===== config.mk =====
export PLATFORM = sky130hd
export DESIGN_NAME = snow64_lar_line_scalar_writer
export DESIGN_NICKNAME = d
export VERILOG_FILES = /design/src/rtl/snow64_lar_line_scalar_writer_pkg.sv /design/src/rtl/snow64_lar_line_scalar_writer_lane_merge.sv /design/src/rtl/snow64_lar_line_scalar_writer.sv
export SDC_FILE = /design/constraint.sdc
export NUM_CORES = 1
export LEC_CHECK = 0
export ABC_AREA = 1
export BUFFER_PORTS_ARGS = -buffer_cell sky130_fd_sc_hd__buf_2
export CAP_MARGIN = 20
export CORE_AREA = 5 5 239 241
export DETAILED_ROUTE_END_ITERATION = 7
export DIE_AREA = 0 0 244 246
export PLACE_DENSITY_LB_ADDON = 0.3
export SLEW_MARGIN = 5
export SYNTH_ARGS = -nofsm -noshare
export SYNTH_HDL_FRONTEND = slang
export SYNTH_SLANG_ARGS = --single-unit

===== constraint.sdc =====
create_clock -name clk -period 2.6 [get_ports clk]
set_input_delay 0.13 -clock clk [delete_from_list [all_inputs] [get_ports clk]]
set_output_delay 0.13 -clock clk [all_outputs]
set_load 0.1 [all_outputs]

===== src/rtl/snow64_lar_line_scalar_writer_pkg.sv =====
// Shared types and widths for the LAR line scalar writer.
//   data_type_t : scalar data type encoding of a write request
//   int_size_t  : integer lane size encoding (8/16/32/64 bits)
//   state_t     : writer FSM states
//   LINE_W / SCALAR_W / OFFSET_W / LINE_BYTES : default datapath widths
package PkgSnow64ScalarDataShifter;

   localparam int unsigned LINE_W     = 256;
   localparam int unsigned SCALAR_W   = 64;
   localparam int unsigned OFFSET_W   = 5;
   localparam int unsigned LINE_BYTES = LINE_W / 8;

   typedef enum logic [1:0] {
      DtUnsgnInt = 2'd0,
      DtSgnInt   = 2'd1,
      DtBFloat16 = 2'd2,
      DtReserved = 2'd3
   } data_type_t;

   typedef enum logic [1:0] {
      Sz8  = 2'd0,
      Sz16 = 2'd1,
      Sz32 = 2'd2,
      Sz64 = 2'd3
   } int_size_t;

   typedef enum logic [1:0] {
      StIdle  = 2'd0,
      StHold  = 2'd1,
      StFlush = 2'd2
   } state_t;

endpackage


===== src/rtl/snow64_lar_line_scalar_writer_lane_merge.sv =====
// Combinational lane merge: replaces one lane of a line with the low bits
// of a scalar and reports which bytes of the line that lane covers.
//   line_i      : current line contents
//   scalar_i    : scalar to insert (low lane-width bits used)
//   dtype_i     : data type (Reserved writes leave the line untouched)
//   size_i      : integer lane size (ignored for BFloat16, which is 16-bit)
//   offset_i    : byte offset; low bits below lane alignment are ignored
//   line_o      : merged line
//   byte_mask_o : bytes covered by the written lane
module snow64_scalar_lane_merge
   import PkgSnow64ScalarDataShifter::*;
#(
   parameter int unsigned LINE_WIDTH   = 256,
   parameter int unsigned SCALAR_WIDTH = 64
) (
   input  logic [LINE_WIDTH-1:0]   line_i,
   input  logic [SCALAR_WIDTH-1:0] scalar_i,
   input  data_type_t              dtype_i,
   input  int_size_t               size_i,
   input  logic [OFFSET_W-1:0]     offset_i,
   output logic [LINE_WIDTH-1:0]   line_o,
   output logic [LINE_WIDTH/8-1:0] byte_mask_o
);

   // log2 of the lane size in bytes, and the byte-within-lane mask
   logic [1:0]          shift;
   logic [2:0]          lb_mask;
   logic [OFFSET_W-1:0] lane_idx;
   logic [OFFSET_W-1:0] byte_pos;
   logic [2:0]          sel;

   always_comb begin
      shift = (dtype_i == DtBFloat16) ? 2'd1 : size_i;
      unique case (shift)
         2'd0:    lb_mask = 3'd0;
         2'd1:    lb_mask = 3'd1;
         2'd2:    lb_mask = 3'd3;
         default: lb_mask = 3'd7;
      endcase
      lane_idx = offset_i >> shift;
   end

   // Byte-granular merge: every byte whose lane index matches the target
   // lane takes the scalar byte at its position within the lane.
   always_comb begin
      line_o      = line_i;
      byte_mask_o = '0;
      byte_pos    = '0;
      sel         = '0;
      if (dtype_i != DtReserved) begin
         for (int unsigned b = 0; b < LINE_WIDTH / 8; b++) begin
            byte_pos = OFFSET_W'(b);
            if ((byte_pos >> shift) == lane_idx) begin
               sel                 = byte_pos[2:0] & lb_mask;
               line_o[8*b +: 8]    = scalar_i[8*sel +: 8];
               byte_mask_o[b]      = 1'b1;
            end
         end
      end
   end

endmodule


===== src/rtl/snow64_lar_line_scalar_writer.sv =====
// LAR line scalar writer: holds a loaded line, merges scalar writes into
// it lane by lane while tracking written bytes, and emits the line on flush.
//   in_load_valid / in_load_data / out_load_ready : line load handshake (IDLE)
//   in_wr_* / out_wr_ready                         : scalar write handshake (HOLD)
//   in_flush                                       : move HOLD -> FLUSH
//   out_valid / in_out_ready / out_data / out_byte_mask : emitted line
module snow64_lar_line_scalar_writer
   import PkgSnow64ScalarDataShifter::*;
#(
   parameter int unsigned LINE_WIDTH   = 256,
   parameter int unsigned SCALAR_WIDTH = 64
) (
   input  logic                    clk,
   input  logic                    rst,
   input  logic                    in_load_valid,
   input  logic [LINE_WIDTH-1:0]   in_load_data,
   output logic                    out_load_ready,
   input  logic                    in_wr_valid,
   input  logic [SCALAR_WIDTH-1:0] in_wr_data,
   input  logic [1:0]              in_wr_data_type,
   input  logic [1:0]              in_wr_int_type_size,
   input  logic [OFFSET_W-1:0]     in_wr_data_offset,
   output logic                    out_wr_ready,
   input  logic                    in_flush,
   output logic                    out_valid,
   input  logic                    in_out_ready,
   output logic [LINE_WIDTH-1:0]   out_data,
   output logic [LINE_WIDTH/8-1:0] out_byte_mask
);

   state_t                  state_q, state_d;
   logic [LINE_WIDTH-1:0]   line_q, line_d;
   logic [LINE_WIDTH/8-1:0] mask_q, mask_d;

   logic [LINE_WIDTH-1:0]   merged_line;
   logic [LINE_WIDTH/8-1:0] lane_mask;

   snow64_scalar_lane_merge #(
      .LINE_WIDTH  (LINE_WIDTH),
      .SCALAR_WIDTH(SCALAR_WIDTH)
   ) u_merge (
      .line_i     (line_q),
      .scalar_i   (in_wr_data),
      .dtype_i    (data_type_t'(in_wr_data_type)),
      .size_i     (int_size_t'(in_wr_int_type_size)),
      .offset_i   (in_wr_data_offset),
      .line_o     (merged_line),
      .byte_mask_o(lane_mask)
   );

   always_ff @(posedge clk) begin
      if (rst) begin
         state_q <= StIdle;
         line_q  <= '0;
         mask_q  <= '0;
      end else begin
         state_q <= state_d;
         line_q  <= line_d;
         mask_q  <= mask_d;
      end
   end

   always_comb begin
      state_d        = state_q;
      line_d         = line_q;
      mask_d         = mask_q;
      out_load_ready = 1'b0;
      out_wr_ready   = 1'b0;
      out_valid      = 1'b0;
      unique case (state_q)
         StIdle: begin
            out_load_ready = 1'b1;
            if (in_load_valid) begin
               line_d  = in_load_data;
               mask_d  = '0;
               state_d = StHold;
            end
         end
         StHold: begin
            out_wr_ready = 1'b1;
            // Reserved writes yield merged_line == line_q and an empty lane_mask.
            if (in_wr_valid) begin
               line_d = merged_line;
               mask_d = mask_q | lane_mask;
            end
            if (in_flush) state_d = StFlush;
         end
         StFlush: begin
            out_valid = 1'b1;
            if (in_out_ready) state_d = StIdle;
         end
         default: state_d = StIdle;
      endcase
   end

   assign out_data      = line_q;
   assign out_byte_mask = mask_q;

endmodule

==> results of run 1 <==
[power groups by stage]
stage	Clock [mW]	Combinational (mW)	Sequential [mW]
2_1_floorplan	0	2.23	8.42
3_3_place_gp	0	7.31	5.21
3_5_place_dp	0	7.31	5.22
4_1_cts	5.30	7.64	5.12
5_1_grt	5.45	8.11	5.18
6_report	5.16	7.67	5.13
[state kept, by name, summed over array words and instances (netlist names)]
register       flops
out_data         256
out_byte_mask     32
state_q            2
[worst max-delay path, stage by stage, from the launching register on]
cell	delay (ps)
dfxtp_1	370
nor2_4	170
nand2_8	120
nand2_4	120
nand2_1	90
nor2_4	210
inv_1	130
nor2_1	190
nand4_2	370
nand2_2	290
nand2_1	90
a21oi_1	160
[timing repair]
item,in CTS,in global routing
gates resized for setup,0,0
hold buffers,256,0
endpoints found under the hold margin,255,0
[cell families (layout without fill, tap and decap cells)]
group,count (synthesis),after routing
adders and majority gates,4,4
AOI/OAI and AO/OA,333,333
other,0,14
DFF,290,290
buffers and inverters,494,1401
and+or+nand+nor,1690,1690
[cells in the final DEF (no fill, tap or decap), types with 3 or more instances in the layout]
cell | Yosys | routed
inv_1 | 323 | 323
ha_1 | 4 | 3
a21oi_1 | 248 | 248
buf_2 | 45 | 625
nor2_2 | 13 | 13
inv_2 | 5 | 5
nor2_1 | 395 | 394
nand2_1 | 929 | 927
nand3_1 | 260 | 260
buf_4 | 2 | 98
nand3_4 | 10 | 10
clkbuf_8 | 0 | 9
a21boi_0 | 4 | 4
nand4_1 | 5 | 5
nand3_2 | 21 | 21
o21ai_0 | 56 | 50
a31oi_1 | 3 | 3
o22ai_1 | 8 | 8
clkbuf_16 | 0 | 36
dfxtp_1 | 290 | 290
clkbuf_1 | 68 | 7
o21ai_1 | 4 | 10
nor2_4 | 4 | 5
dlygate4sd3_1 | 0 | 256
diode_2 | 0 | 14
buf_12 | 0 | 30
o21a_1 | 3 | 3
nand2_4 | 4 | 5
nand2_2 | 28 | 28
a22oi_1 | 4 | 4
nand3b_1 | 16 | 16
[cell type report]
type                            count  area share (%)
Antenna cell                       14          0.1389
Clock inverter                     10          0.5505
Multi-Input combinational cell   2027           35.84
Inverter                          330           4.950
Tap cell                          704           3.492
Sequential cell                   290           23.01
Clock buffer                       52           4.166
Timing Repair Buffer             1009           27.85
[routing by layer]
metal | vias to the layer above | part of all wire [%] | track usage (%)
met2 | 1014 | 45 | 49.12
li1 | 10491 | - | -
met4 | 32 | 5.0 | 13.34
met1 | 9756 | 41 | 38.22
met5 | - | 0.21 | 0
met3 | 240 | 8.5 | 8.180
[metrics by stage]
step | setup WS, ps | hold WS, ps | power, mW | area [um2]
after floorplan | 103.9 | 274.6 | 10.64 | 16880
after global placement | 139.6 | 410.2 | 12.52 | 21440
after detailed placement | 81.07 | 407.7 | 12.53 | 21440
after CTS | 280.7 | 13.59 | 18.07 | 25190
after global routing | 15.60 | 46.11 | 18.74 | 25220
final | 181.6 | 43.14 | 17.95 | 25230
[worst max path at each step]
stage / end / slack, ps / start
6_report: out_data[8] / 180 / state_q[0]
5_1_grt: out_data[10] / 20 / state_q[0]
4_1_cts: out_data[0] / 280 / state_q[0]
3_5_place_dp: out_data[121] / 80 / in_wr_data_type[0]
3_3_place_gp: out_data[121] / 140 / in_wr_data_type[0]
2_1_floorplan: out_data[240] / 100 / in_wr_data_type[0]
==> Flow_metrics.wiki, run 1 <==
{| class="wikitable"
! Metric !! Value
|-
| Category of the most critical setup path || reg2reg
|-
| Shortest clock period the worst path allows after layout || 2418 ps
|-
| RSZ-0062 raised after global routing || no
|-
| Max-cap violations || 0
|-
| Worst Hold Launch || in_load_data[7]
|-
| Half-perimeter wire length after detailed placement || 72.86 mm
|-
| Total number of vias || 21533
|-
| Transition at the pin with the smallest max-transition slack || 902.5 ps
|-
| CTS buffer count || 36
|-
| Post-layout util || 46.15%
|-
| End of the worst hold path || out_data[7]
|-
| Clock tree from TritonCTS || done
|-
| Leakage Power || ~14 nW
|-
| Total iterations of the first detailed-routing run || 8
|-
| Adder-cell share of the synthesized area || 0.2966%
|-
| Comb pwr share || between 40% and 50%
|-
| Final Non-Filler Cells || 4436
|-
| PD cells || a little over 700 nW/um2
|-
| Clock share of power || 28.7%
|-
| Drt via density || 4.854
|-
| Post-route clock skew || ~22 ps
|-
| Maximum operating frequency || 0.4135 GHz
|-
| Filler Cells Inserted || 5681
|-
| Iteration-0 DRC Markers || 1740
|-
| Area fraction in compound gates after synthesis || about a tenth
|-
| Routability cong. || 0.9558
|-
| Total setup buffers inserted after CTS || 0
|-
| Share of the clock period used by the worst path after layout || 93.02%
|-
| Die H || 246 um
|-
| Capturing element type of the critical path || flip-flop
|-
| Sequential cell area || 5806 um2
|-
| Clock sink total || 290
|-
| Max-slew headroom at the worst pin || 39.84%
|-
| Cell internal power dissipation || around 9.7 mW
|-
| Num ports || 626
|-
| Largest net degree at the start of global routing || 178
|-
| Clk_lat worst skew || 560 ps
|-
| Syn_nets || 3150
|-
| Proportion of synthesized chip area in sequential cells || between 30% and 40%
|-
| First-pass GRT wire length || 136.6 mm
|-
| Setup-violating endpoint count in the final report || 0
|-
| Number of flops mapped to enable cells by yosys || 0
|-
| Area used by multi-input combinational logic || 9041 um2
|-
| Number of pins exceeding their max-slew limit in the final report || 0
|-
| Number of DRC violations after detailed routing || 0
|-
| Reg-to-Reg Start || state_q[0]
|-
| CP arrival || 2890 ps
|-
| Port-buffer cells || 625
|-
| Fraction of layout cells with a size suffix above 1 || between 20% and 30%
|-
| Most used standard cells in the synthesized netlist || nand2_1 (929), nor2_1 (395), inv_1 (323)
|-
| Root Buffer Master || clkbuf_16
|-
| Hold Violations, Final || 0
|-
| Placement row count || 86
|-
| Maximum fanout encountered on the critical timing path || 11
|-
| Post-Synth XOR/XNOR Area || 0%
|-
| Outcome || completed
|-
| Yosys warns || 0
|-
| Critical Path Start Type || flip-flop
|-
| Detailed-route wire length per cell || 21.66 um
|-
| Count of placed standard cells including taps || 4104
|-
| Tot GR Track Use || 30.38%
|-
| Post-synth top area cell || dfxtp_1
|-
| Area Overhead vs Synth || 49.52%
|-
| Mean instance size in the synthesized netlist || 6.002 um2
|-
| Number of cells on the worst reg-to-reg path || 11
|-
| Post-synthesis register bit count || 290
|-
| Die area || around 60000 um2
|-
| Worst hold path depth || 5
|-
| Register-to-Register Setup Slack || ~180 ps
|-
| Cell with the most instances after synthesis || nand2_1
|-
| Number of nets in the final layout || 4033
|-
| Most frequently used flop master after synthesis || dfxtp_1
|-
| Antenna violations before repair || 33
|-
| Net Sw Frac || a little under half
|-
| Multiplexer fraction of the synthesized cell area || 0%
|-
| Portion of synthesized cell area occupied by the leading cell type || about a third
|-
| Remaining antenna violation count || 0
|-
| CTS HTree Levels || 2
|-
| Buffer levels on the longest clock path || 3
|-
| Top post-synthesis cells by area || dfxtp_1 (34%), nand2_1 (21%), nor2_1 (8.8%)
|-
| Total overflow reported by the global router || 0
|-
| Mapped Area || about 17000 um2
|-
| Dominant combinational cell family by area after synthesis || simple AND/OR/NAND/NOR gates
|-
| Distinct cell type count after synthesis || 36
|-
| Critical register-to-register path endpoint || out_data[8]
|-
| Final routed wirelength across all metal layers || 96.10 mm
|-
| Die width || about 240 um
|-
| Simple-Gate Fraction of Synth Area || 42.91%
|-
| Switching Power || 8.232 mW
|-
| Via count of the first global-routing pass || 20326
|-
| Clock transition at the registers of the reported paths || ~60 ps
|-
| Std-Cell Core Area || between 50000 and 60000 um2
|-
| Share of synthesized registers carrying an async set or reset || 0%
|-
| Maximum ir drop on the vdd rail || roughly 570 uV
|-
| Effective utilization at floorplan || 30.87%
|-
| Worst min-delay path class || in2reg
|-
| Post-synthesis cell count || approximately 2800
|-
| Data required, critical path || about 3100 ps
|-
| Sequential power share || 28.6%
|-
| Post-route setup TNS || 0 ps
|}
Note: power is estimated with default switching activity, not from simulation.
==> inputs of run 2 (changes only) <==
--- a/config.mk
+++ b/config.mk
@@ -8,9 +8,9 @@
 export ABC_AREA = 1
 export BUFFER_PORTS_ARGS = -buffer_cell sky130_fd_sc_hd__buf_2
 export CAP_MARGIN = 20
-export CORE_AREA = 5 5 239 241
+export CORE_AREA = 5 5 238 240
 export DETAILED_ROUTE_END_ITERATION = 7
-export DIE_AREA = 0 0 244 246
+export DIE_AREA = 0 0 243 245
 export PLACE_DENSITY_LB_ADDON = 0.3
 export SLEW_MARGIN = 5
 export SYNTH_ARGS = -nofsm -noshare
==> run 2 against run 1 <==
Clock skew fell by 6.1 ps. Routed wire length rose by 0.71%. Cell count rose by 0.43%. Largest power group unchanged. Clock power barely moved. Global-route usage rose by 0.39 points.
==> Flow_metrics.wiki, run 2 (synthesis gave the netlist of run 1 again) <==
{| class="wikitable"
! Metric !! Value
|-
| Outcome || completed
|-
| Leakage Power || 14.09 nW
|-
| Number of nets in the final layout || between 4000 and 5000
|-
| Worst min-delay path class || in2reg
|-
| Capturing element type of the critical path || flip-flop
|-
| Worst Setup SP || state_q[0]
|-
| Number of DRC violations after detailed routing || 0
|-
| Total overflow reported by the global router || 0
|-
| First-pass GRT wire length || approximately 140 mm
|-
| Remaining antenna violation count || 0
|-
| Half-perimeter wire length after detailed placement || 73.11 mm
|-
| Std-Cell Core Area || 54450 um2
|-
| Transition at the pin with the smallest max-transition slack || 1067 ps
|-
| Fraction of layout cells with a size suffix above 1 || 24.84%
|-
| Count of placed standard cells including taps || 4123
|-
| Category of the most critical setup path || reg2reg
|-
| Resize count post-CTS || 0
|-
| Post-layout util || 46.63%
|-
| Clock transition at the registers of the reported paths || about 60 ps
|-
| CP Capture Point || out_data[1]
|-
| Max-cap violations || 0
|-
| Iteration-0 DRC Markers || roughly 1600
|-
| PD cells || 708.3 nW/um2
|-
| CP arrival || around 2900 ps
|-
| Clock sink total || 290
|-
| Detailed-route wire length per cell || about 22 um
|-
| RSZ-0062 raised after global routing || no
|-
| Final worst setup slack || 155.5 ps
|-
| CTS HTree Levels || 2
|-
| Total number of vias || 21654
|-
| Filler Cells Inserted || 5699
|-
| Max reg flops || 256
|-
| Commonest cells after routing, fill and taps aside || nand2_1 (927), buf_2 (625), nor2_1 (394)
|-
| Setup-violating endpoint count in the final report || 0
|-
| Register-to-Register Setup Slack || ~160 ps
|-
| Buffer levels on the longest clock path || 3
|-
| Most frequent standard cell in the layout excluding fill and tap cells || nand2_1
|-
| Post-route setup TNS || 0 ps
|-
| Post-route clock skew || 15.99 ps
|-
| Share of the clock period used by the worst path after layout || 94.02%
|-
| Shortest clock period the worst path allows after layout || 2445 ps
|-
| Hold Violations, Final || 0
|-
| Via count of the first global-routing pass || 20540
|-
| Final routed wirelength across all metal layers || 96.78 mm
|-
| Drt via density || 4.861
|-
| CTS buffer count || 37
|-
| Largest net degree at the start of global routing || 160
|-
| Tot GR Track Use || a little under a third
|-
| Critical register-to-register path endpoint || out_data[1]
|-
| Root Buffer Master || clkbuf_16
|-
| Maximum fanout encountered on the critical timing path || 8
|-
| Placement row count || 86
|-
| Total design power || 17.98 mW
|-
| Sequential cell area || 5806 um2
|-
| Area used by multi-input combinational logic || 9047 um2
|-
| Clock tree from TritonCTS || done
|-
| Die width || 243 um
|-
| Die area || 59540 um2
|-
| Max-slew headroom at the worst pin || between 20% and 30%
|-
| Total iterations of the first detailed-routing run || 7
|-
| Number of cells on the worst reg-to-reg path || 12
|-
| Critical Path Start Type || flip-flop
|-
| Data required, critical path || 3040 ps
|-
| Reg-to-Reg Start || state_q[0]
|-
| Number of pins exceeding their max-slew limit in the final report || 0
|-
| Maximum operating frequency || 0.4091 GHz
|-
| Maximum ir drop on the vdd rail || 533.4 uV
|-
| Effective utilization at floorplan || 30.99%
|-
| Routability cong. || 0.9922
|-
| Minimum setup slack after placement || 167.0 ps
|-
| Final Non-Filler Cells || about 4500
|-
| Antenna violations before repair || 33
|-
| Num ports || 626
|-
| Area Overhead vs Synth || 50.47%
|-
| Clk_lat worst skew || 550 ps
|-
| Port-buffer cells || 625
|-
| Die H || 245 um
|}
## run 2: area by class of cell
cell class	count	area share (%)
multi-input cells	2027	35.64
clock inverters	14	0.5323
diodes	15	0.1478
flip-flops and latches	290	22.87
well taps	704	3.470
inverters	330	4.918
repair buffers	1025	28.27
clock buffers	50	4.159
## run 2: stage by stage
step | hold slack [ps] | area [um2]
after CTS | 2.826 | 25350
after global routing | 28.81 | 25370
after global placement | 406.2 | 21630
after floorplan | 274.6 | 16880
after detailed placement | 415.3 | 21630
final | 26.10 | 25390
## run 2: how the worst min path moves through the flow
stage | startpoint | to | slack [ps] | cells past startpoint
floorplan | in_flush | state_q[1] | 270 | 2
global placement | in_flush | state_q[1] | 410 | 3
detailed placement | in_out_ready | state_q[1] | 420 | 4
CTS | in_load_data[103] | out_data[103] | 3 | 5
global route | in_load_data[220] | out_data[220] | 30 | 5
finish | in_load_data[103] | out_data[103] | 30 | 5
## run 2: repair_timing
action                    CTS  global route
hold endpoints to repair  252             0
hold buffers              253             0
buffers inserted            0             0
## run 2: critical path, stage by stage (launching register included)
cell and delay, ps:
dfxtp_1 460, nand3_1 160, nand2_4 140, nand2_1 100, nor2_4 190, inv_1 110, nor2_1 260, nand3_1 160
buf_4 190, nand2_1 90, inv_1 200, nor2_1 200, nor2_1 70
## run 2: routing by layer
metal  GRT usage, %  vias up  routed length, um
li1               -    10521                  -
met1          38.36     9770              38930
met2          50.12     1065              43790
met3          8.580      266               9013
met4          13.17       32               4828
met5              0        -                219
## run 2: where the power goes
part	internal [mW]	switching (mW)	total, mW
logic	1.82	5.89	7.70
clock network	3.04	2.10	5.14
registers	4.90	0.238	5.14
